--- src/rtl/bcd_to_bin_pkg.sv ---
// Shared constants and types for the BCD-to-binary converter.
// Holds the digit count, result width, iteration count, FSM state
// encodings and a helper that spots non-BCD digits.
package bcd_to_bin_pkg;

    localparam int DIGITS  = 4;
    localparam int BIN_W   = 14;
    localparam int BCD_W   = DIGITS * 4;
    localparam int ITER    = 14;
    localparam int MAX_DEC = 9999;

    typedef enum logic [1:0] {
        IDLE = 2'd0,
        CONV = 2'd1,
        FIN  = 2'd2
    } state_t;

    // True when any packed digit holds a value above 9.
    function automatic logic has_bad_digit(input logic [BCD_W-1:0] v);
        logic bad;
        bad = 1'b0;
        for (int d = 0; d < DIGITS; d++) begin
            if (v[d*4 +: 4] > 4'd9) bad = 1'b1;
        end
        return bad;
    endfunction

endpackage

--- src/rtl/bcd_to_bin_if.sv ---
// Handshake/data bundle for the BCD-to-binary converter.
//   start   : request a conversion (master -> slave)
//   bcd_in  : packed BCD operand, digit3 in the top nibble
//   bin_out : converted value, held until the next done
//   busy    : conversion in progress
//   done    : one-cycle pulse marking bin_out/err valid
//   err     : last conversion saw a digit above 9
interface bcd_to_bin_if;
    import bcd_to_bin_pkg::*;

    logic             start;
    logic [BCD_W-1:0] bcd_in;
    logic [BIN_W-1:0] bin_out;
    logic             busy;
    logic             done;
    logic             err;

    modport master (output start, bcd_in, input bin_out, busy, done, err);
    modport slave  (input start, bcd_in, output bin_out, busy, done, err);

endinterface

--- src/rtl/bcd_to_bin_digit_adjust.sv ---
// Per-digit correction for reverse double-dabble.
//   in  : 4-bit digit after the right shift
//   out : in - 3 when in >= 8, otherwise in unchanged
// A shifted-in weight-10 bit lands as 8 in the lower digit; taking 3
// off leaves 5, which is the correct half of 10 in decimal.
module bcd_digit_adjust (
    input  logic [3:0] in,
    output logic [3:0] out
);

    assign out = (in >= 4'd8) ? in - 4'd3 : in;

endmodule

--- src/rtl/bcd_to_bin.sv ---
// Sequential 4-digit packed-BCD to binary converter (reverse double-dabble).
// One right shift of {digit_reg, acc} per cycle followed by per-digit
// correction; 14 iterations then a one-cycle FIN that publishes results.
//   clk   : system clock
//   rst_n : asynchronous active-low reset
//   bus   : start/bcd_in in, bin_out/busy/done/err out (all registered)
module bcd_to_bin
    import bcd_to_bin_pkg::*;
(
    input  logic           clk,
    input  logic           rst_n,
    bcd_to_bin_if.slave    bus
);

    localparam logic [3:0] LAST_ITER = 4'(ITER - 1);

    state_t           state;
    logic [BCD_W-1:0] digit_reg;
    logic [BIN_W-1:0] acc;
    logic [3:0]       cnt;
    logic             err_flag;

    // Shift stage: digit_reg LSB falls into the accumulator MSB.
    logic [BCD_W-1:0] dig_shift;
    logic [BCD_W-1:0] dig_adj;
    logic [BIN_W-1:0] acc_shift;

    assign dig_shift = {1'b0, digit_reg[BCD_W-1:1]};
    assign acc_shift = {digit_reg[0], acc[BIN_W-1:1]};

    for (genvar g = 0; g < DIGITS; g++) begin : g_adj
        bcd_digit_adjust u_adj (
            .in  (dig_shift[g*4 +: 4]),
            .out (dig_adj[g*4 +: 4])
        );
    end

    always_ff @(posedge clk or negedge rst_n) begin
        if (!rst_n) begin
            state       <= IDLE;
            digit_reg   <= '0;
            acc         <= '0;
            cnt         <= '0;
            err_flag    <= 1'b0;
            bus.bin_out <= '0;
            bus.busy    <= 1'b0;
            bus.done    <= 1'b0;
            bus.err     <= 1'b0;
        end else begin
            bus.done <= 1'b0;
            case (state)
                IDLE: begin
                    if (bus.start) begin
                        digit_reg <= bus.bcd_in;
                        acc       <= '0;
                        cnt       <= '0;
                        bus.busy  <= 1'b1;
                        // Bad digits skip the shift loop entirely.
                        err_flag  <= has_bad_digit(bus.bcd_in);
                        state     <= has_bad_digit(bus.bcd_in) ? FIN : CONV;
                    end
                end
                CONV: begin
                    digit_reg <= dig_adj;
                    acc       <= acc_shift;
                    cnt       <= cnt + 4'd1;
                    if (cnt == LAST_ITER) state <= FIN;
                end
                FIN: begin
                    bus.bin_out <= err_flag ? '0 : acc;
                    bus.err     <= err_flag;
                    bus.done    <= 1'b1;
                    bus.busy    <= 1'b0;
                    state       <= IDLE;
                end
                default: state <= IDLE;
            endcase
        end
    end

    // Every BCD weight must have drained into acc by the end of the loop.
    a_digits_drained: assert property (
        @(posedge clk) disable iff (!rst_n)
        (state == FIN && !err_flag) |-> (digit_reg == '0)
    );

endmodule

--- src/flat_wrapper.sv ---
// flat-port wrapper written by rule: the top's interface ports become plain ports
module bcd_to_bin_flat import bcd_to_bin_pkg::*;
  (clk, rst_n, bus_start, bus_bcd_in, bus_bin_out, bus_busy, bus_done, bus_err);
  bcd_to_bin_if bus_i ();
  input  logic clk;
  input  logic rst_n;
  input wire logic [$bits(bus_i.start)-1:0] bus_start;
  input wire logic [$bits(bus_i.bcd_in)-1:0] bus_bcd_in;
  output wire logic [$bits(bus_i.bin_out)-1:0] bus_bin_out;
  output wire logic [$bits(bus_i.busy)-1:0] bus_busy;
  output wire logic [$bits(bus_i.done)-1:0] bus_done;
  output wire logic [$bits(bus_i.err)-1:0] bus_err;
  assign bus_i.start = bus_start;
  assign bus_i.bcd_in = bus_bcd_in;
  assign bus_bin_out = bus_i.bin_out;
  assign bus_busy = bus_i.busy;
  assign bus_done = bus_i.done;
  assign bus_err = bus_i.err;
  bcd_to_bin u_core (.clk(clk), .rst_n(rst_n), .bus(bus_i));
endmodule
--- config.mk ---
export PLATFORM = sky130hd
export DESIGN_NAME = bcd_to_bin_flat
export DESIGN_NICKNAME = d
export VERILOG_FILES = /design/src/rtl/bcd_to_bin_pkg.sv /design/src/rtl/bcd_to_bin_if.sv /design/src/rtl/bcd_to_bin_digit_adjust.sv /design/src/rtl/bcd_to_bin.sv /design/src/flat_wrapper.sv
export SDC_FILE = /design/constraint.sdc
export NUM_CORES = 1
export LEC_CHECK = 0
export CAP_MARGIN = 0
export CORE_ASPECT_RATIO = 0.75
export CORE_MARGIN = 1
export CORE_UTILIZATION = 49
export DETAILED_ROUTE_END_ITERATION = 10
export PLACE_DENSITY_LB_ADDON = 0.1
export SLEW_MARGIN = 25
export SYNTH_ARGS = -nofsm -noshare
export SYNTH_HDL_FRONTEND = slang
export SYNTH_SLANG_ARGS = --single-unit
--- constraint.sdc ---
create_clock -name clk -period 1.25 [get_ports clk]
set_input_delay 0.25 -clock clk [delete_from_list [all_inputs] [get_ports clk]]
set_output_delay 0.25 -clock clk [all_outputs]
set_load 0.005 [all_outputs]
After elaboration in Yosys (flattened, before gate mapping). Cells that the tools add are included.

Add/sub/neg operators: 5. Order comparisons: 8. Equal/unequal tests: 5. Reductions and logical operators: 7. Mux-type cells: 24.

Operators by type and width (number): $pmux 16 s2 (1); $mux 14 (2); $pmux 14 s2 (1); $mux 4 (5); $gt 4x4->1 const B (4); $mux 16 (1); $ge 4x4->1 const B (3); $sub 4x2->4 const B (3); $mux 1 (8); $pmux 4 s2 (1); $reduce_and 2->1 (4); $mux 2 (3); $add 4x1->4 const B (1); $eq 4x4->1 const B (1); $ge 3x4->1 const B (1); $pmux 2 s2 (1); $reduce_bool 2->1 (2); $sub 3x2->4 const B (1); $eq 2x1->1 const B (1); $eq 2x2->1 const B (1); $logic_not 2->1 (1); $ne 2x1->1 const B (1); $ne 2x2->1 const B (1); $pmux 1 s2 (1).

Input port bits: 19. Output and inout port bits: 17. Logic and storage cells: 58. Register bits after elaboration: 54.

Logic depth before layout (Yosys ltp).
Word-level depth: 10. Depth in mapped cells: 5. Depth with buffers taken out: 5.

Hierarchy. A second synthesis with hierarchy kept.

Cell total of the unflattened synthesis: 256. Area, all modules: 2578.7 um^2.

By module, submodules not included: bcd_to_bin (area each 2273.4 um^2, seq. area each 1351.3 um^2, cells an instance 212, instances 1); bcd_digit_adjust (area each 76.3 um^2, seq. area each 0.0 um^2, cells an instance 11, instances 4).

Worst setup path after synthesis. Ideal clock, no wire load.

Path type: register -> register. Start: reg u_core.state[0]. End: reg u_core.digit_reg[14]. Required time: 1.123 ns. Setup time: 0.127 ns. Arrival time: 1.068 ns. Clock period less this slack: 1.195 ns. Cell stages (with the launch flop): 6. Path buffers: 2. Setup slack: 0.055 ns. Path through: dfrtp_1 nor2b_1 buf_4 buf_6 a22oi_1 o21ai_1.

Word-level cells in the longest chain between the ends: 3. Elaborated cells on any way between the ends: 6. Classes of those cells: 2 x eq/ne; 1 x mux; 3 x reduce/logical.

RTL lines: from (decl) (RTL line bcd_to_bin.sv:17) `state_t state;`; from (signal assigned) (RTL line bcd_to_bin.sv:60) `state <= has_bad_digit(bus.bcd_in) ? FIN : CONV;`; $eq 2x1->1 or $logic_not 2->1 (tied branches) (RTL line bcd_to_bin.sv:51) `case (state)`; $reduce_bool 2->1 (no line) or $ne 2x2->1 (tied branches); $reduce_and 2->1 (no line); to (signal assigned) (RTL line bcd_to_bin.sv:54) `digit_reg <= bus.bcd_in;`; to (signal assigned) (RTL line bcd_to_bin.sv:64) `digit_reg <= dig_adj;`; to (decl) (RTL line bcd_to_bin.sv:18) `logic [BCD_W-1:0] digit_reg;`.

Parallel ways exist; a longest one is shown, timed or not. A chain may end at the register's enable or synchronous reset.

Final worst setup path.
Start: reg u_core.bus.bin_out[11]. End: out bus_bin_out[11].

RTL lines: from (decl) (RTL line bcd_to_bin_if.sv:19) `modport slave (input start, bcd_in, output bin_out, busy, done, err);`; from (signal assigned) (RTL line bcd_to_bin.sv:70) `bus.bin_out <= err_flag ? '0 : acc;`; to (decl) (RTL line flat_wrapper.sv:9) `output wire logic [$bits(bus_i.bin_out)-1:0] bus_bin_out;`.

No word-level cell between the ends.

==> metrics.md <==
| Metric | Value |
|---|---|
| Adder-cell area share of the yosys netlist | 3.88% |
| Post-synth top area share | approximately 52% |
| #FFs+latches synth | 54 |
| Ports | 36 |
| CP Cell Sequence | dlygate4sd2_1 |
| Post-synthesis compound-gate area fraction | a little under a fifth |
| Max-slew violations | 0 |
| Post-synthesis cell count | ~240 |
| Crit path time final | approximately 1.2 ns |
| Vias | ~2000 |
| Crit path max-delay family | flip-flops |
| Worst setup EP type | output port |
| Post-synth EDFFs | 0 |
| Period utilization | ~97% |
| Post-DR wirelength/cell | ~14 µm |
| I/O Buffers | 35 |
| Initial antenna violation count | 0 |
| Simple-Gate Fraction of Synth Area | between 10 and 15% |
| Total track usage | 21.9% |
| Clk slew on worst S/H paths | approximately 0.11 ns |
| Post-synthesis net count | roughly 270 |
| Avg Cell Area, Syn | roughly 11 µm² |
| Root Buffer | clkbuf_8 |
| Clk_lat worst skew | about 0.32 ns |
| Grt ovf | 0 |
| CP max-delay cell | dfrtp_1 |
| Register area share after synthesis | between 50% and 60% |
| Worst vdd ir | 0.871 mV |
| DR iter-0 viols | between 100 and 150 |
| Area growth syn-to-layout | 33.3% |
| Final wirelength | about 5500 µm |
| Max Fanout on Critical Path | 2 |
| DRT antenna net count | 0 |
| H-tree depth | 2 |
| Synthesized area | 2580 µm² |
| Startpoint Class | flop |
| CP peak stage delay | slightly below 0.4 ns |
| Tightest Hold Check Type | in2async |
| YS warnings | 0 |
| Die Y | 64.9 µm |
| Commonest cells post-synth | dfrtp_1 (54), nand2_1 (31), o21ai_0 (22) |
| # DRC | 0 |
| Top-count cell post-synth | dfrtp_1 |
| Global-route wire length before repair | 9250 µm |
| TritonRoute pass-1 iters | 4 |
| Kind of critical path | reg2out |
| Finish-stage setup viols | 0 |
| GP Congestion | around 0.83 |
| Final Hold Fails | 0 |
| Peak Freq | ~830 MHz |
| Core area | approximately 5000 µm² |
| Post-synthesis mux area share | a little under 4% |
| Xor-xnor portion of the synthesized cell area | under 10% |
| Synth area leader | dfrtp_1 |
| TritonCTS Buffers | 5 |
| Vias in the first global route | a little under 2000 |
| Critical Path AT | roughly 0.96 ns |
| Clock buffer depth | 2 |
| CTS tree | yes |
| # clock sinks | between 50 and 60 |
| Worst-margin pin slew | between 0.4 and 0.5 ns |
| Slew HR | between 70% and 80% |
| Antenna Cells | 0 |
| CP bufs+invs | 1 |
| Share of cells above drive strength 1 | 20.8% |
| Die ar. | around 5600 µm² |
| # nets final | 343 |
| Max Cap Viol | 0 |
| Top_reg_cell synth | dfrtp_1 |
| Row count | 22 |
| Worst slack, placed | -0.313 ns |
| Share of synthesized flip-flops with an asynchronous set or reset | between 90% and 100% |
| Post-DP HPWL | roughly 4000 µm |
| Largest register FFs | 16 |
| Initial Utilization | a little over 50% |
| Power density cells | roughly 1600 nW/µm² |
| Vias/cell | roughly 5.2 |
| Leak Pwr | approximately 1.6 nW |
| Combinational family with the most area after synthesis | compound AO/OA/AOI/OAI gates |
| Outcome | finished clean |
| Cell variety after synth | 36 |
| Hold slack | 0.346 ns |
| Data required, critical path | 1.00 ns |
| Clock Skew | between 0.01 and 0.015 ns |
| Largest net degree at the start of global routing | 26 |
| Leading post-synthesis cells by cell area | dfrtp_1 (52%), a22o_1 (4.7%), nand2_1 (4.5%), o21ai_0 (4.3%), nand2b_1 (4.1%) |
| Die width | 85.8 µm |
| Final worst setup slack | roughly 0.038 ns |
[what timing repair did]
action / 4_1_cts / 5_1_grt
hold endpoints to repair: 10 / 0
setup endpoints to repair: 44 / 30
hold buffers: 1 / 0
buffers inserted: 4 / 5
resized for setup: 21 / 19
[path summary, 6_finish.rpt]
check / from / endpoint / slack [ns] / depth (start not counted)
setup / recovery: u_core.bus.bin_out[11] / bus_bin_out[11] / 0.04 / 1
hold / removal: rst_n / u_core.digit_reg[8] / 0.35 / 2
setup reg to reg: u_core.state[0] / u_core.digit_reg[7] / 0.05 / 5
hold reg to reg: u_core.bus.bin_out[1] / u_core.bus.bin_out[1] / 0.48 / 2
max in group asynchronous: rst_n / u_core.state[1] / 0.44 / 3
min in group clk: u_core.bus.bin_out[1] / u_core.bus.bin_out[1] / 0.48 / 2
[stage by stage]
stage | instance area (µm²) | cells | util (%) | setup TNS, ns | power, mW
2_1_floorplan | 2580 | 244 | - | 0 | 3.56
3_3_place_gp | 3220 | 371 | 64.6 | -7.64 | 4.18
3_5_place_dp | 3220 | 371 | 64.6 | -8.48 | 4.23
4_1_cts | 3360 | 384 | 67.4 | 0 | 5.45
5_1_grt | 3440 | 389 | 69.1 | -0.00391 | 5.84
6_report | 3440 | 389 | 69.1 | 0 | 5.51
[metal layers]
metal	vias up	part of all wire, %	track usage, %
met1	991	52	31.4
li1	991	-	-
met3	7	3.5	4.71
met4	0	1.3	7.71
met2	35	43	32.9
met5	-	0	0
[cells by family (layout without fill, tap and decap cells)]
logic type                 after synthesis  in the layout
AOI/OAI and AO/OA                       70             70
xor gates and xnor gates                 6              6
adders and majority gates                8              8
buffers and inverters                   24             97
DFF                                     54             54
muxes                                   10             10
and+or+nand+nor                         72             72
[power breakdown]
part           internal (mW)  switching (mW)  total [mW]  leakage (nW)
clock network          0.608           0.618        1.23        0.0587
registers               2.10           0.419        2.52         0.699
logic                  0.949           0.814        1.76         0.874
[layout make-up]
cell class | count | area [µm²]
clock buffers | 5 | 68.8
inverters | 10 | 37.5
fillers | 386 | 1540
repair buffers | 79 | 713
well taps | 72 | 90.1
flip-flops and latches | 54 | 1360
clock inverters | 3 | 47.5
multi-input cells | 166 | 1130
[cell usage in the layout, fill, tap and decap left out, drive strengths merged, types with 9 or more instances in the layout]
cell type / instances
o21ai: 27
clkdlybuf4s50: 17
buf: 44
a22o: 14
nand2: 32
clkdlybuf4s15: 9
dfrtp: 54
nand2b: 17
mux2i: 9
inv: 11
Power figures use the tool's default switching activity.
